$ cat src/rtl/sr_ctrl_pkg.sv
// Shared encodings for the SR flip-flop bank controller.
package sr_ctrl_pkg;

  // Request operation codes as carried on req_op.
  typedef enum logic [1:0] {
    OP_READ   = 2'b00,
    OP_SET    = 2'b01,
    OP_CLEAR  = 2'b10,
    OP_TOGGLE = 2'b11
  } opKind;

  // Controller sequencing states.
  typedef enum logic [2:0] {
    INIT,
    INIT_SETTLE,
    IDLE,
    DRIVE,
    SETTLE,
    CHECK,
    RESP
  } ctrlState;

endpackage

$ cat src/rtl/sr_ff_bank_ctrl_rr_arbiter.sv
// Round-robin arbiter: searches upward from the pointer, wrapping, and
// moves the pointer past the winner when the grant is taken.
module rr_arbiter #(
  parameter  int N  = 4,
  localparam int PW = (N > 1) ? $clog2(N) : 1
) (
  input  logic          clk,
  input  logic          rst_n,
  input  logic [N-1:0]  req,
  input  logic          advance,
  output logic [N-1:0]  grant,
  output logic [PW-1:0] winner
);

  logic [PW-1:0] ptr;
  logic [PW-1:0] cand;
  logic          found;

  // First valid requester at or above the pointer wins.
  always_comb begin
    grant  = '0;
    winner = '0;
    found  = 1'b0;
    cand   = '0;
    for (int unsigned i = 0; i < N; i++) begin
      cand = PW'((int'(ptr) + int'(i)) % N);
      if (!found && req[cand]) begin
        found       = 1'b1;
        grant[cand] = 1'b1;
        winner      = cand;
      end
    end
  end

  // Pointer moves to winner+1 (mod N) when the grant is consumed.
  always_ff @(posedge clk) begin
    if (!rst_n) begin
      ptr <= '0;
    end else if (advance) begin
      ptr <= (int'(winner) == N - 1) ? '0 : winner + 1'b1;
    end
  end

endmodule

$ cat src/rtl/sr_ff_bank_ctrl.sv
// Sequences set/clear/toggle/read requests onto a bank of SR flip-flops,
// verifying each write by readback with bounded retries.
module sr_ff_bank_ctrl
  import sr_ctrl_pkg::*;
#(
  parameter  int NUM_REQ   = 4,
  parameter  int NUM_FF    = 8,
  parameter  int RETRY_MAX = 2,
  localparam int IDXW      = $clog2(NUM_FF),
  localparam int IDW       = $clog2(NUM_REQ)
) (
  input  logic                    clk,
  input  logic                    rst_n,
  input  logic [NUM_REQ-1:0]      req_valid,
  input  logic [2*NUM_REQ-1:0]    req_op,
  input  logic [IDXW*NUM_REQ-1:0] req_idx,
  output logic [NUM_REQ-1:0]      req_ready,
  output logic                    rsp_valid,
  output logic [IDW-1:0]          rsp_id,
  output logic                    rsp_q,
  output logic                    rsp_err,
  output logic                    init_done,
  output logic [NUM_FF-1:0]       ff_S,
  output logic [NUM_FF-1:0]       ff_R,
  input  logic [NUM_FF-1:0]       ff_Q
);

  localparam int RCW = (RETRY_MAX > 0) ? $clog2(RETRY_MAX + 1) : 1;

  ctrlState          state;
  opKind             curOp;
  logic [IDXW-1:0]   curIdx;
  logic [IDW-1:0]    curId;
  logic              expQ;
  logic [RCW-1:0]    retryCnt;
  logic [NUM_FF-1:0] ffS, ffR;
  logic              rspValid, rspQ, rspErr, initDone;
  logic [IDW-1:0]    rspId;

  logic [NUM_REQ-1:0] grant;
  logic [IDW-1:0]     winner;
  logic               advance;
  opKind              winOp;
  logic [IDXW-1:0]    winIdx;
  logic               winInRange;
  logic               winExp;
  logic               curQ;

  function automatic logic [NUM_FF-1:0] bitAt(input logic [IDXW-1:0] i);
    logic [NUM_FF-1:0] v;
    v    = '0;
    v[i] = 1'b1;
    return v;
  endfunction

  rr_arbiter #(.N(NUM_REQ)) arb (
    .clk     (clk),
    .rst_n   (rst_n),
    .req     (req_valid),
    .advance (advance),
    .grant   (grant),
    .winner  (winner)
  );

  // Grant decode and winner's request fields; expected value resolved at grant.
  always_comb begin
    advance    = (state == IDLE) && initDone && (|req_valid);
    req_ready  = advance ? grant : '0;
    winOp      = opKind'(req_op[int'(winner)*2 +: 2]);
    winIdx     = req_idx[int'(winner)*IDXW +: IDXW];
    winInRange = int'(winIdx) < NUM_FF;
    curQ       = ff_Q[curIdx];
    case (winOp)
      OP_SET:    winExp = 1'b1;
      OP_TOGGLE: winExp = ~ff_Q[winIdx];
      default:   winExp = 1'b0;
    endcase
  end

  // Controller FSM with registered S/R drives and response.
  // rsp_valid is loaded on the edge entering RESP so the pulse aligns with RESP.
  always_ff @(posedge clk) begin
    if (!rst_n) begin
      state    <= INIT;
      ffS      <= '0;
      ffR      <= '0;
      rspValid <= 1'b0;
      rspQ     <= 1'b0;
      rspErr   <= 1'b0;
      rspId    <= '0;
      initDone <= 1'b0;
      retryCnt <= '0;
      curOp    <= OP_READ;
      curIdx   <= '0;
      curId    <= '0;
      expQ     <= 1'b0;
    end else begin
      rspValid <= 1'b0;
      case (state)
        INIT: begin
          ffS   <= '0;
          ffR   <= '1;
          state <= INIT_SETTLE;
        end
        INIT_SETTLE: begin
          ffR      <= '0;
          initDone <= 1'b1;
          state    <= IDLE;
        end
        IDLE: begin
          if (advance) begin
            curOp    <= winOp;
            curIdx   <= winIdx;
            curId    <= winner;
            retryCnt <= '0;
            if (!winInRange) begin
              rspErr   <= 1'b1;
              rspQ     <= 1'b0;
              rspId    <= winner;
              rspValid <= 1'b1;
              state    <= RESP;
            end else if (winOp == OP_READ) begin
              state <= CHECK;
            end else begin
              expQ  <= winExp;
              ffS   <= winExp ? bitAt(winIdx) : '0;
              ffR   <= winExp ? '0 : bitAt(winIdx);
              state <= DRIVE;
            end
          end
        end
        DRIVE: begin
          ffS   <= '0;
          ffR   <= '0;
          state <= SETTLE;
        end
        SETTLE: begin
          state <= CHECK;
        end
        CHECK: begin
          rspQ <= curQ;
          if (curOp == OP_READ || curQ == expQ) begin
            rspErr   <= 1'b0;
            rspId    <= curId;
            rspValid <= 1'b1;
            state    <= RESP;
          end else if (int'(retryCnt) < RETRY_MAX) begin
            retryCnt <= retryCnt + 1'b1;
            ffS      <= expQ ? bitAt(curIdx) : '0;
            ffR      <= expQ ? '0 : bitAt(curIdx);
            state    <= DRIVE;
          end else begin
            rspErr   <= 1'b1;
            rspId    <= curId;
            rspValid <= 1'b1;
            state    <= RESP;
          end
        end
        RESP: begin
          retryCnt <= '0;
          state    <= IDLE;
        end
        default: state <= INIT;
      endcase
    end
  end

  assign ff_S      = ffS;
  assign ff_R      = ffR;
  assign rsp_valid = rspValid;
  assign rsp_id    = rspId;
  assign rsp_q     = rspQ;
  assign rsp_err   = rspErr;
  assign init_done = initDone;

endmodule
$ cat config.mk
export PLATFORM = sky130hd
export DESIGN_NAME = sr_ff_bank_ctrl
export DESIGN_NICKNAME = d
export VERILOG_FILES = /design/src/rtl/sr_ctrl_pkg.sv /design/src/rtl/sr_ff_bank_ctrl_rr_arbiter.sv /design/src/rtl/sr_ff_bank_ctrl.sv
export SDC_FILE = /design/constraint.sdc
export NUM_CORES = 1
export LEC_CHECK = 0
export CAP_MARGIN = 10
export CORE_MARGIN = 2
export CORE_UTILIZATION = 52
export CTS_CLUSTER_SIZE = 24
export DETAILED_ROUTE_END_ITERATION = 8
export PLACE_DENSITY = 0.8
export SLEW_MARGIN = 20
export SYNTH_ARGS = -nofsm -noshare
export SYNTH_HDL_FRONTEND = slang
export SYNTH_SLANG_ARGS = --single-unit
$ cat constraint.sdc
create_clock -name clk -period 5.4 [get_ports clk]
set_clock_uncertainty 0.15 [all_clocks]
set_input_delay 0.81 -clock clk [delete_from_list [all_inputs] [get_ports clk]]
set_output_delay 0.81 -clock clk [all_outputs]
set_load 0.01 [all_outputs]
---- Word level (Yosys, flattened, before mapping) ----
Cells that the tools add are included.
storage, ports and cells
  flip-flop bits (word level) ............. 37
  bits of input ports ..................... 34
  output and inout bits ................... 26
cells by class
  reductions and logical operators ........ 32
  multipliers ............................. 1
  muxes and demuxes ....................... 67
  add/subtract/negate cells ............... 5
  equality and inequality tests ........... 15
  shift-type cells ........................ 2
  order comparisons ....................... 13
  bitwise gates (word level) .............. 5
operators with widths
  operator               number
  $mux W8                12
  $pmux W8 S4            1
  $pmux W8 S3            1
  $mux W2                10
  $mux W4                5
  $mux W1                19
  $pmux W3 S6            1
  $lt A2 B3 Y1 const B   4
  $mux W3                4
  $or A4 B4 Y4           3
  $shiftx A12 B5 Y3      1
  $logic_and A1 B1 Y1    11
  $ne A2 B2 Y1 const B   5
  $reduce_and A5 Y1      2
  $eq A3 B3 Y1 const B   3
  $bmux W1 S2            4
  $demux W1 S2           4
  $ge A2 B1 Y1 const B   4
  $lt A3 B4 Y1 const B   2
  $shiftx A8 B4 Y2       1
  $add A2 B1 Y2 const B  3
  $bmux W1 S3            2
  $demux W1 S3           2
  $eq A3 B2 Y1 const B   2
  22 further kinds       34

---- Longest topological paths before layout ----
Gate-level depths: netlist (run 1).
  depth in word-level cells ............... 22
  gate-level depth with buffers ........... 17
  depth with buffers taken out ............ 12

---- Modules after synthesis ----
Synthesis (run 1) repeated with hierarchy kept, for this count alone.
unflattened totals
  cell total of the unflattened synthesis .. 296
  area, all modules ....................... 2621.3 µm²
by module, submodules not included
  module           cells each  area an instance (µm²)  instances
  sr_ff_bank_ctrl  240         2134.5                  1
  rr_arbiter       56          486.7                   1

---- Worst setup path after synthesis (run 1) ----
No wires, ideal clock.
  kind .................................... register to register
  from .................................... register arb.ptr[0]
  to ...................................... register ffR[5] (netlist: ff_R[5])
  slack ................................... 1.200 ns
  cell stages (with the launch flop) ...... 15
  setup time .............................. 0.070 ns
  period minus slack after synthesis ...... 4.200 ns
  data arrival time ....................... 3.981 ns
  path through ............................ dfxtp_1 > buf_4 > clkinv_1 > ha_1 > buf_6 > mux4_2 > o2111ai_4 > o21ai_4 > mux2_4 > buf_6 > mux2i_1 > a32o_1 > o31a_1 > or4_1 > a21oi_1
between the ends
  cells in the longest elaborated chain, start to end .. 22
ends and longest elaborated chain
  what                                                                         line                                          text
  start: declaration                                                           sr_ff_bank_ctrl_rr_arbiter.sv:15              logic [PW-1:0] ptr;
  start signal: assignment                                                     sr_ff_bank_ctrl_rr_arbiter.sv:40              ptr <= (int'(winner) == N - 1) ? '0 : winner + 1'b1;
  branches (longest 11 deep; another with $add A2 B1 Y2)                       n/a
  $mux W2 (*)                                                                  sr_ff_bank_ctrl_rr_arbiter.sv:27              if (!found && req[cand]) begin
  $mul A2 B2 Y4                                                                sr_ff_bank_ctrl.sv:70                         winIdx = req_idx[int'(winner)*IDXW +: IDXW];
  $shiftx A12 B5 Y3                                                            sr_ff_bank_ctrl.sv:70
  $lt A3 B4 Y1 (not written as such), or another cell as far along             sr_ff_bank_ctrl.sv:52                         v[i] = 1'b1;
  $logic_and A1 B1 Y1 (not written as such) / $mux W1 (equally long branches)  sr_ff_bank_ctrl.sv:52, sr_ff_bank_ctrl.sv:75
  $mux W1 (not written as such) / $not A1 Y1 (equally long branches)           sr_ff_bank_ctrl.sv:52, sr_ff_bank_ctrl.sv:75
  $demux W1 S3 / $pmux W1 S2 (equally long branches)                           sr_ff_bank_ctrl.sv:52, sr_ff_bank_ctrl.sv:73
  $mux W8                                                                      sr_ff_bank_ctrl.sv:127                        ffR <= winExp ? '0 : bitAt(winIdx);
  $mux W8                                                                      sr_ff_bank_ctrl.sv:122                        end else if (winOp == OP_READ) begin
  $mux W8                                                                      sr_ff_bank_ctrl.sv:111                        if (advance) begin
  $pmux W8 S4                                                                  sr_ff_bank_ctrl.sv:99                         case (state)
  end signal: assignment                                                       sr_ff_bank_ctrl.sv:127
  end signal: assignment                                                       sr_ff_bank_ctrl.sv:150                        ffR <= expQ ? '0 : bitAt(curIdx);
  end: declaration                                                             sr_ff_bank_ctrl.sv:36                         logic [NUM_FF-1:0] ffS, ffR;
Mark *: on every way between the ends. The select of a mux whose other input is x is not followed.
A chain may end at the register's enable or synchronous reset.

---- Worst setup path in the final report (run 1) ----
  from .................................... register arb.ptr[1]
  to ...................................... register ffR[5] (netlist: ff_R[5])
Same word-level chain as after synthesis.

==> impl_metrics.py, run 1 <==
metrics = {
    "timing": {
        "rsz0062_at_grt": "false",
        "drv_slew": 0,
        "slew_headroom_pct": 57.26,
        "finalCriticalPeriod_ns": 4.853,
        "hold_viol": 0,
        "fmax_mhz": 206.1,
        "finalSetupViolCount": 0,
        "worst-slew-pin-transition_ns": 0.6392,
        "tns_ns": 0,
        "fin_crit_sh_pct": 89.87,
    },
    "cts": {
        "cts_tree": "yes",
        "clk-insertion-delay-late_ns": 0.30,
        "htreeDepth": 2,
        "clock-sinks": 37,
        "cts_repair_resize_count": 0,
        "clk_transition_reported_paths_ns": 0.08,
        "cts_hold_buf": 0,
        "clk_path_buf_depth": 2,
        "cts_root_buffer": "clkbuf_8",
        "numCtsBuffers": 5,
        "post_cts.repair.setup_buffers": 0,
    },
    "yosys": {
        "syn_nets": 409,
        "netlist_top_cells_area": "dfxtp_1, nor2_1, a21oi_1",
        "synthCells": 367,
        "ys_seq_area_share_pct": 25.58,
        "synth_area_um2": 2895,
        "synth_top_cell_area_share_pct": 25.58,
        "ys_async_sr_fraction_pct": 0,
        "synth_top_area_cell": "dfxtp_1",
        "syn_area_per_cell_um2": 7.889,
        "synth.distinct_cells": 64,
        "synth_edf_count": 0,
        "synth_ff_type": "dfxtp_1",
        "ys_seq_elements": 37,
        "yosys_warnings": 0,
    },
    "place": {
        "place.gp.congestion": 0.9053,
        "dp_hpwl_mm": 5.598,
        "io_buffers": 59,
    },
    "floorplan": {
        "die-area_um2": 6180,
        "die_y_um": 78.62,
        "start_util_pct": 53.23,
        "ios": 60,
        "rows": 27,
        "die_w_um": 78.62,
        "core_area_um2": 5439,
    },
    "finish": {
        "multiInputGateArea_um2": 1969,
        "fillCellCount": 456,
        "fin_nets": 450,
        "n_antenna_cell": 0,
        "drive_above_1_share_pct": 8.313,
        "regArea_um2": 740.7,
        "area_growth_syn_to_layout_pct": 23.55,
    },
    "global_route": {
        "grt_max_degree": 21,
        "antenna_found_initial": 0,
        "grt_pass1_vias": 2748,
        "grt_pass1_wl_mm": 12.63,
        "grt.total_usage_pct": 25.27,
        "grt_overflow_total": 0,
    },
    "power": {
        "leakagePower_nw": 1.312,
        "intPower_mw": 0.6347,
        "clkPwrFrac_pct": 30.6,
        "vdd_drop_max_uv": 155.9,
        "cellPowerDensity_nw_per_um2": 264.9,
        "combPwrFrac_pct": 34.6,
        "power_switching_mw": 0.3129,
        "p_sw_share_pct": 33.02,
        "finalPower_mw": 0.9476,
        "power_frac_seq_pct": 34.7,
    },
    "setup_path": {
        "crit_fanout": 14,
        "critPathArrivalTime_ns": 4.94,
        "path_class": "reg -> reg",
        "start_kind": "register",
        "path_buf_inv": 1,
        "worstPathRequired_ns": 5.49,
        "slowest_stage": "mux4_2",
        "end_kind": "register",
        "crit_family": "compound AO/OA/AOI/OAI gates",
        "worstPathCellList": "inv_1, ha_1, mux4_2, nor2b_1, nor2_2, o21a_1, a211oi_2, nor2_1, a31o_1, o31a_1, or4_1, a21oi_1",
        "slowest_delay_ns": 0.67,
    },
    "routing": {
        "drc_errors": 0,
        "drtAntennaViolNets": 0,
        "dr.pass1.iters": 5,
        "viasPerCell": 6.262,
        "wl_per_cell_um": 15.95,
        "num_vias": 3012,
        "routed_wl_mm": 7.672,
        "drt_iter0_drc": 256,
    },
    "job": {
        "cap_violations": 0,
    },
    "run_status": {
        "status": "finished clean",
    },
    "min_path": {
        "hp-class": "reg -> reg",
    },
}
through the flow:
| step | worst slack (ns) | instances | util, % | hold WS (ns) | instance area [um2] |
|---|---|---|---|---|---|
| 6_report | 0.5472 | 481 | 65.77 | 0.3156 | 3577 |
| 2_1_floorplan | 1.200 | 367 | - | 0.2832 | 2895 |
| 3_3_place_gp | 0.6737 | 473 | 63.31 | 0.2943 | 3443 |
| 3_5_place_dp | 0.5743 | 473 | 63.31 | 0.3034 | 3443 |
| 4_1_cts | 0.6406 | 481 | 65.77 | 0.3159 | 3577 |
| 5_1_grt | 0.3050 | 481 | 65.77 | 0.3507 | 3577 |
cells in the mapped netlist (3+ instances only):
library cell,instances
o22ai_1,7
nand3_1,5
dfxtp_1,37
o31ai_1,3
a22oi_1,7
a31oi_1,8
o21a_1,4
buf_4,6
buf_6,3
o21bai_1,3
or3b_2,3
o211ai_1,6
a211oi_1,8
mux4_2,4
nand2b_1,6
nand2_1,30
a221oi_1,5
inv_1,7
nor3_1,6
mux2_2,4
or3_1,8
o211a_1,9
clkbuf_1,14
a21oi_1,29
nor2b_1,5
buf_2,4
nand3b_1,3
or2_2,3
mux2i_1,9
or2_1,3
nor2_1,46
o21ai_0,21
ha_1,8
layout make-up:
class                           count  area share [%]
Tap cell                           72           2.518
Clock buffer                        5           1.924
Multi-Input combinational cell    294           55.05
Inverter                            8          0.8395
Sequential cell                    37           20.71
Timing Repair Buffer               62           17.14
Clock inverter                      3           1.819
worst reg2reg max path: stages (launching register included):
cell and delay, ns:
dfxtp_1 0.65, inv_1 0.20, ha_1 0.53, mux4_2 0.67
nor2b_1 0.50, nor2_2 0.10, o21a_1 0.27, a211oi_2 0.29
nor2_1 0.20, a31o_1 0.30, o31a_1 0.36, or4_1 0.43
a21oi_1 0.14
kinds of logic (layout without fill, tap and decap cells):
logic type	count (synthesis)	count (layout)	synth area share, %
AO/OA/AOI/OAI	135	135	33.49
AND/OR/NAND/NOR	131	131	22.17
flip-flops	37	37	25.58
buffers and inverters	36	78	6.396
multiplexers	18	18	8.297
adder cells (fa/ha/maj)	8	8	3.457
XOR/XNOR	2	2	0.6051
path summary, 6_finish.rpt:
check / startpoint / endpoint / slack, ns / cells past startpoint
setup / recovery: arb.ptr[1] / ff_R[5] / 0.55 / 12
hold / removal: curId[1] / curId[1] / 0.32 / 2
setup reg to reg: arb.ptr[1] / ff_R[5] / 0.55 / 12
hold reg to reg: curId[1] / curId[1] / 0.32 / 2
per-layer routing:
layer,part of all wire [%],GRT usage [%],vias up
met3,7.3,5.517,24
li1,-,-,1454
met5,0,0,-
met1,43,32.15,1397
met4,2.9,11.75,0
met2,46,40.60,137
state kept, by name, indices dropped and copies added (netlist names):
signal,cells
ff_R,8
ff_S,8
curIdx,3
state,3
arb.ptr,2
curId,2
curOp,2
retryCnt,2
rsp_id,2
expQ,1
init_done,1
rsp_err,1
rsp_q,1
rsp_valid,1
power groups by stage:
stage | logic (mW) | clock network [mW] | registers (mW)
final | 0.328 | 0.290 | 0.329
after CTS | 0.323 | 0.292 | 0.329
after global placement | 0.316 | 0 | 0.334
after global routing | 0.357 | 0.301 | 0.335
after detailed placement | 0.319 | 0 | 0.335
after floorplan | 0.198 | 0 | 0.337
cell usage in the layout (no fill, tap or decap), types with 8 or more instances in the layout:
| master | Yosys | routed |
|---|---|---|
| or3_1 | 8 | 8 |
| nand2_1 | 30 | 30 |
| clkdlybuf4s50_1 | 0 | 59 |
| dfxtp_1 | 37 | 37 |
| a21oi_1 | 29 | 29 |
| a211oi_1 | 8 | 8 |
| nor2_1 | 46 | 46 |
| o21ai_0 | 21 | 21 |
| mux2i_1 | 9 | 9 |
| a31oi_1 | 8 | 8 |
| ha_1 | 8 | 8 |
| o211a_1 | 9 | 9 |
Power figures use the tool's default switching activity.
==> run 2: changes to the inputs <==
--- a/config.mk
+++ b/config.mk
@@ -6,7 +6,7 @@
 export NUM_CORES = 1
 export LEC_CHECK = 0
 export CAP_MARGIN = 10
-export CORE_MARGIN = 2
+export CORE_MARGIN = 3
 export CORE_UTILIZATION = 52
 export CTS_CLUSTER_SIZE = 24
 export DETAILED_ROUTE_END_ITERATION = 8
==> run 2 against run 1 <==
Against the previous run:
- critical path depth down 1
- register-to-register slack better by 0.42 ns
- first-iteration DRC count is 24% lower
- core utilization increased by 2.6 points
- routed wire length up 0.68%
- sequential power about the same
- sequential share of layout area hardly changed
- cell area increased by 0.14%
- die area increased by 5.2%
- clock power down 1%
- count of clock-buffer cells in the layout is the same
- worst hold slack got worse by 0.0048 ns
- largest cell class unchanged
==> impl_metrics.py, run 2 (synthesis gave the netlist of run 1 again) <==
metrics = {
    "routing": {
        "dr.pass1.iters": 5,
        "drc_errors": 0,
        "num_vias": 2981,
        "routed_wl_mm": 7.724,
        "drt_iter0_drc": 194,
        "wl_per_cell_um": 16.09,
        "drtAntennaViolNets": 0,
        "viasPerCell": 6.210,
    },
    "floorplan": {
        "die_w_um": 80.62,
        "core_area_um2": 5238,
        "ios": 60,
        "die-area_um2": 6499,
        "die_y_um": 80.62,
        "start_util_pct": 55.28,
        "rows": 26,
    },
    "global_route": {
        "grt_pass1_wl_mm": 12.93,
        "grt_max_degree": 21,
        "grt.total_usage_pct": 24.71,
        "antenna_found_initial": 0,
        "grt_overflow_total": 0,
        "grt_pass1_vias": 2682,
    },
    "timing": {
        "slew_headroom_pct": 57.28,
        "finalCriticalPeriod_ns": 4.737,
        "worst-slew-pin-transition_ns": 0.6388,
        "finalSetupViolCount": 0,
        "fmax_mhz": 211.1,
        "fin_crit_sh_pct": 87.73,
        "rsz0062_at_grt": "false",
        "tns_ns": 0,
        "hold_viol": 0,
        "drv_slew": 0,
    },
    "cts": {
        "cts_tree": "yes",
        "cts_root_buffer": "clkbuf_8",
        "cts_hold_buf": 0,
        "htreeDepth": 2,
        "numCtsBuffers": 5,
        "post_cts.repair.setup_buffers": 0,
        "cts_repair_resize_count": 0,
        "clk-insertion-delay-late_ns": 0.29,
        "clock-sinks": 37,
        "clk_transition_reported_paths_ns": 0.07,
        "clk_path_buf_depth": 2,
    },
    "job": {
        "cap_violations": 0,
    },
    "power": {
        "vdd_drop_max_uv": 143.9,
        "cellPowerDensity_nw_per_um2": 263.9,
        "leakagePower_nw": 1.317,
        "finalPower_mw": 0.9453,
    },
    "place": {
        "place.gp.congestion": 0.9440,
        "dpl.cell_count": 472,
        "dp_hpwl_mm": 5.794,
        "io_buffers": 59,
    },
    "setup_path": {
        "critPathArrivalTime_ns": 4.80,
        "path_class": "in -> reg",
        "worstPathRequired_ns": 5.46,
        "end_kind": "register",
        "crit_fanout": 14,
        "start_kind": "input port",
    },
    "finish": {
        "fin_nets": 451,
        "fillCellCount": 438,
        "n_antenna_cell": 0,
        "fin_cells": 480,
        "layout_commonest_cell": "clkdlybuf4s50_1",
        "area_growth_syn_to_layout_pct": 23.73,
        "final_cell_mix": "clkdlybuf4s50_1, nor2_1, dfxtp_1, nand2_1, a21oi_1",
        "drive_above_1_share_pct": 8.537,
    },
    "run_status": {
        "status": "finished clean",
    },
    "min_path": {
        "hp-class": "reg -> reg",
    },
}
-- run 2: path summary, 6_finish.rpt --
kind | cells after the start | slack [ns] | from | to
worst max register to register | 12 | 0.97 | arb.ptr[1] | ff_S[5]
worst min-delay path | 2 | 0.31 | curOp[0] | curOp[0]
worst min register to register | 2 | 0.31 | curOp[0] | curOp[0]
worst max-delay path | 11 | 0.66 | req_valid[2] | ff_S[5]
-- run 2: layout make-up --
type                    count  area [um2]  area share, %
flip-flops and latches     37       740.7          20.68
inverters                   8       30.03         0.8383
clock inverters             3       65.06          1.816
well taps                  70       87.58          2.445
clock buffers               5       68.82          1.921
repair buffers             63       620.6          17.32
multi-input cells         294        1969          54.98
-- run 2: power by group --
group	total (mW)	switching (mW)	leakage [nW]	internal [mW]
combinational	0.331	0.183	0.946	0.148
clock	0.286	0.102	0.0681	0.184
sequential	0.329	0.0253	0.303	0.303
-- run 2: critical path, cell delays in order --
cell and delay (ns):
clkdlybuf4s50_1 0.69, or3b_1 0.38, a2111oi_0 0.36, or3_1 0.49, o21ai_4 0.18, mux2_4 0.41
nor3_1 0.46, a32o_1 0.32, o31ai_1 0.18, or3_1 0.35, a31oi_1 0.16
-- run 2: per-layer routing --
layer	track usage, %	share of wire, %	wire length [um]
met5	0	0	0
met2	37.91	46	3518
met4	5.405	0.89	69
met3	4.036	7.3	562
met1	36.09	46	3573
-- run 2: metrics by stage --
step / hold WS [ns] / setup WS, ns / utilization, % / cell area, um2
floorplan: 0.2832 / 1.200 / - / 2895
global placement: 0.2951 / 0.6719 / 65.84 / 3448
detailed placement: 0.3022 / 0.4715 / 65.84 / 3448
CTS: 0.3122 / 0.7425 / 68.39 / 3582
global route: 0.3423 / 0.3909 / 68.39 / 3582
finish: 0.3108 / 0.6628 / 68.39 / 3582
==> run 3: changes to the inputs <==
==> constraint.sdc (replaced) <==
create_clock -name clk -period 5.1 [get_ports clk]
set_clock_uncertainty 0.15 [all_clocks]
set_input_delay 0.765 -clock clk [delete_from_list [all_inputs] [get_ports clk]]
set_output_delay 0.765 -clock clk [all_outputs]
set_load 0.01 [all_outputs]
==> run 3 against run 2 <==
Against the previous run:
- sequential cell count is the same
- sequential share of layout area down 0.17 points
- die area stayed put
- sequential power up 6%
- cell area grew 0.84%
- total power is 6.8% higher
- critical endpoint is now ff_S[3]
- worst hold slack gained 0.0024 ns
- via count increased by 1.0%
- combinational power up 6.9%
- final cell count rose by 0.83%
==> impl_metrics.py, run 3 (synthesis gave the netlist of run 1 again) <==
metrics = {
    "timing": {
        "fmax_mhz": 217.1,
        "rsz0062_at_grt": "false",
        "worst-slew-pin-transition_ns": 0.6776,
        "hold_viol": 0,
        "slew_headroom_pct": 54.44,
        "drv_slew": 0,
        "finalCriticalPeriod_ns": 4.605,
        "finalSetupViolCount": 0,
        "fin_crit_sh_pct": 90.30,
        "tns_ns": 0,
    },
    "cts": {
        "clk_path_buf_depth": 2,
        "cts_tree": "yes",
        "clock-sinks": 37,
        "numCtsBuffers": 5,
        "cts_root_buffer": "clkbuf_8",
        "clk-insertion-delay-late_ns": 0.29,
        "cts_repair_resize_count": 0,
        "htreeDepth": 2,
        "post_cts.repair.setup_buffers": 0,
        "clk_transition_reported_paths_ns": 0.08,
        "cts_hold_buf": 0,
    },
    "setup_path": {
        "start_kind": "register",
        "r2r_end": "ff_S[3]",
        "end_kind": "register",
        "path_class": "reg -> reg",
        "worst-r2r-cell-count": 13,
        "worst-r2r-setup-slack_ns": 0.49,
        "r2r-start": "arb.ptr[0]",
        "crit_fanout": 11,
        "critPathArrivalTime_ns": 4.62,
        "worstPathRequired_ns": 5.12,
    },
    "routing": {
        "drc_errors": 0,
        "routed_wl_mm": 7.966,
        "wl_per_cell_um": 16.46,
        "drtAntennaViolNets": 0,
        "dr.pass1.iters": 5,
        "num_vias": 3011,
        "drt_iter0_drc": 229,
        "viasPerCell": 6.221,
    },
    "global_route": {
        "grt.total_usage_pct": 25.35,
        "grt_overflow_total": 0,
        "antenna_found_initial": 0,
        "grt_max_degree": 21,
        "grt_pass1_vias": 2731,
        "grt_pass1_wl_mm": 13.03,
    },
    "min_path": {
        "hp-class": "reg -> reg",
        "hold_path_startpoint": "curOp[0]",
        "whs_path_depth": 2,
        "holdPathEnd": "curOp[0]",
    },
    "floorplan": {
        "die_w_um": 80.62,
        "core_area_um2": 5238,
        "die_y_um": 80.62,
        "rows": 26,
        "start_util_pct": 55.28,
        "ios": 60,
        "die-area_um2": 6499,
    },
    "finish": {
        "fillCellCount": 431,
        "layout_commonest_cell": "clkdlybuf4s50_1",
        "fin_nets": 455,
        "final_cell_mix": "clkdlybuf4s50_1, nor2_1, dfxtp_1, nand2_1, a21oi_1",
        "final_util_pct": 68.97,
        "n_antenna_cell": 0,
        "fin_area_um2": 3612,
        "fin_cells": 484,
        "drive_above_1_share_pct": 9.420,
        "area_growth_syn_to_layout_pct": 24.76,
    },
    "place": {
        "io_buffers": 59,
        "place.gp.congestion": 0.8969,
        "placedInstanceArea_um2": 3478,
        "dpl.cell_count": 476,
        "dp_hpwl_mm": 5.829,
    },
    "run_status": {
        "status": "finished clean",
    },
    "power": {
        "vdd_drop_max_uv": 166.6,
        "leakagePower_nw": 1.337,
        "cellPowerDensity_nw_per_um2": 279.5,
    },
    "job": {
        "cap_violations": 0,
    },
}
-- run 3: cell types whose count changed in the layout (fill, tap and decap cells not counted), sizes merged --
cell / previous run / this run
buf: 4 / 8
-- run 3: power breakdown --
part / leakage, nW / internal, mW / switching, mW
Clock: 0.0681 / 0.194 / 0.113
Combinational: 0.966 / 0.160 / 0.194
Sequential: 0.303 / 0.321 / 0.0269
-- run 3: worst max path at each step --
stage,from,end,slack [ns],cells past startpoint
after floorplan,arb.ptr[0],ff_R[5],0.90,14
after global placement,req_valid[2],ff_R[5],0.47,11
after detailed placement,req_valid[0],ff_R[5],0.36,11
after CTS,arb.ptr[0],ff_R[5],0.61,13
after global routing,arb.ptr[0],ff_S[3],0.23,13
final,arb.ptr[0],ff_S[3],0.49,13
-- run 3: layout make-up --
type / instances / area [um2] / share of cell area, %
clock inverter: 3 / 65.06 / 1.801
inverter: 8 / 30.03 / 0.8313
multi-input combinational: 294 / 1969 / 54.52
sequential: 37 / 740.7 / 20.51
timing repair buffer: 67 / 650.6 / 18.01
tap: 70 / 87.58 / 2.425
clock buffer: 5 / 68.82 / 1.905
-- run 3: routing by layer --
metal | vias to the layer above | track usage [%] | share of wire, %
met5 | - | 0 | 0
li1 | 1467 | - | -
met4 | 0 | 7.264 | 1.2
met3 | 14 | 3.587 | 6.7
met1 | 1413 | 35.68 | 47
met2 | 117 | 40.07 | 45
-- run 3: worst max-delay path, stage by stage, from the launching register on --
cell and delay [ns]:
dfxtp_1 0.34, clkinv_1 0.06, buf_4 0.17, ha_1 0.52, mux4_2 0.67, nor2b_1 0.48, nor2_2 0.10, o21a_1 0.27
a211oi_2 0.28, nor2_1 0.20, a31o_1 0.28, o31ai_1 0.60, o22a_1 0.28, a21oi_1 0.07
-- run 3: through the flow --
step	total power [mW]	setup slack [ns]	hold WS (ns)
after detailed placement	0.6983	0.3610	0.3052
final	1.010	0.4945	0.3132
after global routing	1.056	0.2320	0.3352
after CTS	1.003	0.6143	0.3148
after global placement	0.6946	0.4742	0.2942
after floorplan	0.5670	0.8996	0.2832
